File: src/rtl/nibble_serial_adder.sv
// WIDTH-bit adder that streams operands 4 bits per cycle through one 4-bit carry-lookahead slice.
// Optional signed-overflow output is enabled by defining NIBBLE_SERIAL_ADDER_OVF_EN.

module carry_look_ahead_gen (
  input  logic [3:0] a,
  input  logic [3:0] b,
  input  logic       cin,
  output logic [3:0] sum,
  output logic       carry
);
  logic [3:0] g;
  logic [3:0] p;
  logic [3:0] c;

  always_comb begin
    g     = a & b;
    p     = a ^ b;
    c[0]  = cin;
    c[1]  = g[0] | (p[0] & cin);
    c[2]  = g[1] | (p[1] & g[0]) | (p[1] & p[0] & cin);
    c[3]  = g[2] | (p[2] & g[1]) | (p[2] & p[1] & g[0]) | (p[2] & p[1] & p[0] & cin);
    carry = g[3] | (p[3] & g[2]) | (p[3] & p[2] & g[1]) | (p[3] & p[2] & p[1] & g[0])
          | (p[3] & p[2] & p[1] & p[0] & cin);
    sum   = p ^ c;
  end
endmodule

module nibble_serial_adder #(
  parameter int unsigned WIDTH = 16
) (
  input  logic             clk,
  input  logic             rst_n,
  input  logic             in_valid,
  output logic             in_ready,
  input  logic [WIDTH-1:0] a,
  input  logic [WIDTH-1:0] b,
  input  logic             cin,
  output logic             out_valid,
  input  logic             out_ready,
  output logic [WIDTH-1:0] sum,
  output logic             cout,
`ifdef NIBBLE_SERIAL_ADDER_OVF_EN
  output logic             ovf,
`endif
  output logic             busy
);
  localparam int unsigned NIBBLES = WIDTH / 4;
  localparam int unsigned CNT_W   = (NIBBLES > 1) ? $clog2(NIBBLES) : 1;

  if ((WIDTH < 4) || ((WIDTH % 4) != 0)) begin : g_bad_width
    $error("nibble_serial_adder: WIDTH must be a multiple of 4 and >= 4");
  end

  typedef enum logic [1:0] {IDLE, RUN, DONE} state_e;

  state_e             state_q, state_d;
  logic [WIDTH-1:0]   a_sh_q, a_sh_d;
  logic [WIDTH-1:0]   b_sh_q, b_sh_d;
  logic [WIDTH-1:0]   sum_sh_q, sum_sh_d;
  logic               carry_q, carry_d;
  logic [CNT_W-1:0]   cnt_q, cnt_d;
  logic [WIDTH-1:0]   sum_q, sum_d;
  logic               cout_q, cout_d;
`ifdef NIBBLE_SERIAL_ADDER_OVF_EN
  logic               a_msb_q, a_msb_d;
  logic               b_msb_q, b_msb_d;
  logic               ovf_q, ovf_d;
`endif

  logic [3:0]         slice_sum;
  logic               slice_carry;
  logic [WIDTH+3:0]   sum_cat;
  logic [WIDTH-1:0]   sum_shift;
  logic               last_nib;

  carry_look_ahead_gen u_slice (
    .a     (a_sh_q[3:0]),
    .b     (b_sh_q[3:0]),
    .cin   (carry_q),
    .sum   (slice_sum),
    .carry (slice_carry)
  );

  // New nibble enters sum_sh from the top; works for WIDTH=4 as well.
  assign sum_cat   = {slice_sum, sum_sh_q};
  assign sum_shift = sum_cat[WIDTH+3:4];
  assign last_nib  = (cnt_q == CNT_W'(NIBBLES - 1));

  always_ff @(posedge clk or negedge rst_n) begin
    if (!rst_n) begin
      state_q  <= IDLE;
      a_sh_q   <= '0;
      b_sh_q   <= '0;
      sum_sh_q <= '0;
      carry_q  <= 1'b0;
      cnt_q    <= '0;
      sum_q    <= '0;
      cout_q   <= 1'b0;
`ifdef NIBBLE_SERIAL_ADDER_OVF_EN
      a_msb_q  <= 1'b0;
      b_msb_q  <= 1'b0;
      ovf_q    <= 1'b0;
`endif
    end else begin
      state_q  <= state_d;
      a_sh_q   <= a_sh_d;
      b_sh_q   <= b_sh_d;
      sum_sh_q <= sum_sh_d;
      carry_q  <= carry_d;
      cnt_q    <= cnt_d;
      sum_q    <= sum_d;
      cout_q   <= cout_d;
`ifdef NIBBLE_SERIAL_ADDER_OVF_EN
      a_msb_q  <= a_msb_d;
      b_msb_q  <= b_msb_d;
      ovf_q    <= ovf_d;
`endif
    end
  end

  always_comb begin
    state_d  = state_q;
    a_sh_d   = a_sh_q;
    b_sh_d   = b_sh_q;
    sum_sh_d = sum_sh_q;
    carry_d  = carry_q;
    cnt_d    = cnt_q;
    sum_d    = sum_q;
    cout_d   = cout_q;
`ifdef NIBBLE_SERIAL_ADDER_OVF_EN
    a_msb_d  = a_msb_q;
    b_msb_d  = b_msb_q;
    ovf_d    = ovf_q;
`endif
    case (state_q)
      IDLE: begin
        if (in_valid) begin
          a_sh_d  = a;
          b_sh_d  = b;
          carry_d = cin;
          cnt_d   = '0;
`ifdef NIBBLE_SERIAL_ADDER_OVF_EN
          a_msb_d = a[WIDTH-1];
          b_msb_d = b[WIDTH-1];
`endif
          state_d = RUN;
        end
      end
      RUN: begin
        a_sh_d   = a_sh_q >> 4;
        b_sh_d   = b_sh_q >> 4;
        sum_sh_d = sum_shift;
        carry_d  = slice_carry;
        cnt_d    = cnt_q + CNT_W'(1);
        if (last_nib) begin
          sum_d   = sum_shift;
          cout_d  = slice_carry;
`ifdef NIBBLE_SERIAL_ADDER_OVF_EN
          ovf_d   = (a_msb_q == b_msb_q) && (sum_shift[WIDTH-1] != a_msb_q);
`endif
          state_d = DONE;
        end
      end
      DONE: begin
        if (out_ready) begin
          state_d = IDLE;
        end
      end
      default: state_d = IDLE;
    endcase
  end

  assign in_ready  = (state_q == IDLE);
  assign out_valid = (state_q == DONE);
  assign busy      = (state_q != IDLE);
  assign sum       = sum_q;
  assign cout      = cout_q;
`ifdef NIBBLE_SERIAL_ADDER_OVF_EN
  assign ovf       = ovf_q;
`endif

endmodule

File: config.mk
export PLATFORM = sky130hd
export DESIGN_NAME = nibble_serial_adder
export DESIGN_NICKNAME = d
export VERILOG_FILES = /design/src/rtl/nibble_serial_adder.sv
export SDC_FILE = /design/constraint.sdc
export NUM_CORES = 1
export LEC_CHECK = 0
export ABC_AREA = 1
export CORE_MARGIN = 4
export CORE_UTILIZATION = 47
export DETAILED_ROUTE_END_ITERATION = 6
export GPL_ROUTABILITY_DRIVEN = 0
export MAX_ROUTING_LAYER = met4
export PLACE_DENSITY = 0.75
export SLEW_MARGIN = 20
export SYNTH_ARGS = -nofsm -noshare
export SYNTH_HDL_FRONTEND = slang
export SYNTH_SLANG_ARGS = --single-unit
File: constraint.sdc
create_clock -name clk -period 1.3 [get_ports clk]
set_input_delay 0.26 -clock clk [delete_from_list [all_inputs] [get_ports clk]]
set_output_delay 0.26 -clock clk [all_outputs]
set_load 0.1 [all_outputs]
==> key figures <==
Synthesis
  • Synthesized cell area: 0.00299 mm²
  • Register bit count reported by yosys: 66
  • Post-Syn Area per Cell: 8.95 µm²
  • Area contributors post-synth: dfrtp_1, nand2_1, o21ai_0, nor2_1, o21ai_1
  • Most frequent cell after synthesis: nand2_1
  • Asr flop ratio synth: 100%
  • Area share of the largest cell type after synthesis: 55.3%
  • Post-Synthesis Cells: 334
  • Synth Warn #: 0
  • Netlist cell types: 25
  • Top post-synthesis cells by count: nand2_1, dfrtp_1, o21ai_0
  • Synthesized Nets: 377
  • Seq/Total Area, Yosys: 55.3%
  • EDFF count, synth: 0
  • Post-synth top area cell: dfrtp_1
  • Main synth FF type: dfrtp_1

STA
  • Final worst-path setup slack: -0.190 ns
  • Worst relative slew slack: 76.4%
  • Minimum clock period: 1.49 ns
  • Setup TNS: -1.38 ns
  • Count of pins over their slew limit: 0
  • Final setup fails: 27
  • Final hold violations: 0
  • RSZ-0062 raised after global routing: true
  • Fmax: 0.671 GHz
  • Clock skew: 0.00762 ns
  • Actual slew at the worst max-slew pin: 0.354 ns
  • Tcrit/Tclk final: 115%

Setup path
  • Crit path kind: flop to output port
  • FF-to-FF path depth: 6
  • Slowest CP cell: dfrtp_1
  • CP max stage delay: 0.42 ns
  • Crit path buffers/inverters: 2
  • Startpoint Class: flop
  • Top delay family on crit path: flip-flops
  • Critical Path AT: 1.23 ns
  • Crit Path Max Fanout: 3
  • Worst Setup SP: state_q[1]$_DFFE_PN0P_
  • Critical Path Stages: 3
  • Setup crit end kind: output port
  • Crit path required time: 1.04 ns
  • Ordered cell list for the critical path: nor2_4 > buf_6 > buf_12
  • R2R Path Start: state_q[0]$_DFFE_PN0P_

Outcome
  • Status: complete, but fails checks
  • Failing checks: setup timing

Placed design
  • Dpl hpwl: 4.57 mm
  • Place WS: -0.153 ns
  • Port bufs: 56

Min path
  • Hold Crit Class: input port to async pin

Floorplanning
  • Area of the core: 0.00606 mm²
  • I/O pins: 57
  • Die ar.: 0.00770 mm²
  • DIE WIDTH: 87.7 µm
  • Initial Utilization: 49.3%
  • # rows: 28
  • Die Y-Extent: 87.7 µm

GRT
  • First-pass GRT wire length: 11.2 mm
  • Vias in the first global route: 2,439
  • Total track usage: 19.6%
  • Grt ovf: 0
  • Largest net degree at the start of global routing: 67
  • Antenna violations before repair: 0

Drt
  • Final WL: 7.27 mm
  • DRC viols: 0
  • Routed WL per cell: 14.7 µm
  • Antenna viol nets, final: 0
  • Iter 0 DRT Violations: 127
  • Vias per inst: 5.19
  • Via count: 2,572
  • Number of detailed-route iterations in the first pass: 5

Clock tree
  • Worst-skew pair later-pin latency: 0.34 ns
  • CTS Buf Count: 9
  • Deepest clock path buffer count: 2
  • CTS clk-pin slew, worst paths: 0.07 ns
  • Htree depth: 3
  • Clk sink count: 66
  • CTS tree: built
  • Root buf cell: clkbuf_8

Cells and area
  • Number of diodes: 0
  • Area Overhead vs Synth: 47.7%
  • Layout cell share with drive strength beyond 1: 24.9%
  • Nets: 460
  • Multi-input gate area: 0.00126 mm²
  • Post-layout util: 72.8%
  • FF/Latch Area: 0.00165 mm²
  • Fill cell count: 431

Job
  • Max_cap viols: 0
## final timing paths
| path | slack [ns] | to |
|---|---|---|
| worst max-delay path | -0.19 | in_ready |
| worst min-delay path | 0.47 | sum[5]$_DFFE_PN0P_ |
| worst max register to register | -0.12 | a_sh_q[3]$_DFFE_PN0P_ |
| worst min register to register | 0.47 | a_sh_q[15]$_DFFE_PN0P_ |
| max in group asynchronous | 0.52 | state_q[0]$_DFFE_PN0P_ |
| min in group clk | 0.47 | b_sh_q[14]$_DFFE_PN0P_ |
## cell usage in the layout, fill, tap and decap left out, types with 2 or more instances in the layout
cell / synthesis / final
nand2_2: 2 / 4
inv_1: 21 / 17
dfrtp_2: 0 / 2
dfrtp_1: 66 / 64
clkbuf_8: 0 / 10
inv_8: 0 / 2
nand2_8: 0 / 2
nand2_4: 2 / 2
nor2_2: 0 / 2
o21ai_2: 9 / 9
o22ai_1: 2 / 2
o21ai_1: 21 / 23
ha_4: 0 / 4
nor2_1: 31 / 27
clkbuf_1: 3 / 2
clkinv_2: 0 / 2
buf_4: 3 / 17
o21ai_0: 37 / 35
nand2_1: 94 / 90
clkbuf_16: 0 / 2
nand3_4: 0 / 2
nand3_1: 16 / 14
buf_6: 7 / 5
clkinvlp_4: 0 / 5
buf_12: 0 / 24
clkdlybuf4s50_1: 0 / 35
nor2_4: 0 / 2
nand4_1: 2 / 2
inv_2: 2 / 2
## area by class of cell
class	count	share of cell area [%]
multi-input cells	228	28.6
well taps	75	2.13
repair buffers	85	24.5
clock buffers	12	3.29
clock inverters	3	0.907
repair inverters	3	0.510
inverters	24	2.61
flip-flops and latches	66	37.5
## metal layers
metal	vias up	global-route usage [%]	routed length (µm)
met3	20	3.57	430
met5	-	-	0
met2	95	29.5	3640
li1	1245	-	-
met4	0	11.3	198
met1	1212	24.8	3010
## per-stage QoR
step                hold slack [ns]  instance area [µm²]  instances
floorplan                   -0.0356                 3010        334
global placement              0.300                 3930        470
detailed placement            0.301                 3930        470
CTS                           0.460                 4250        491
global route                  0.468                 4410        496
finish                        0.468                 4410        496
## state kept, by name, indices dropped and copies added (netlist names)
name	cells
cout	1
b_sh_q	16
a_sh_q	16
sum_sh_q	12
cnt_q	2
carry_q	1
state_q	2
sum	16
## logic make-up (layout without fill, tap and decap cells)
logic type	count (synthesis)	after routing	share of synthesized area, %
XOR/XNOR	1	1	0.293
adder cells (fa/ha/maj)	6	6	2.76
AO/OA/AOI/OAI	73	73	13.7
flip-flops	66	66	55.3
AND/OR/NAND/NOR	148	148	20.6
buffers and inverters	40	127	7.37
## tightest hold or removal path, stage by stage
cell and delay (ns):
dlygate4sd3_1 0.53, buf_2 0.12, buf_12 0.30
## what timing repair did
item,4_1_cts,5_1_grt
endpoints found under the hold margin,66,0
hold buffers,1,0
resized for setup,19,25
gates cloned,1,4
setup buffers,5,2
endpoints found under the setup margin,43,56
pin swaps,5,7
Power is left out: the tool's default activity adds up to more than one toggle a clock period on the data nets, which glitch-free logic cannot reach.
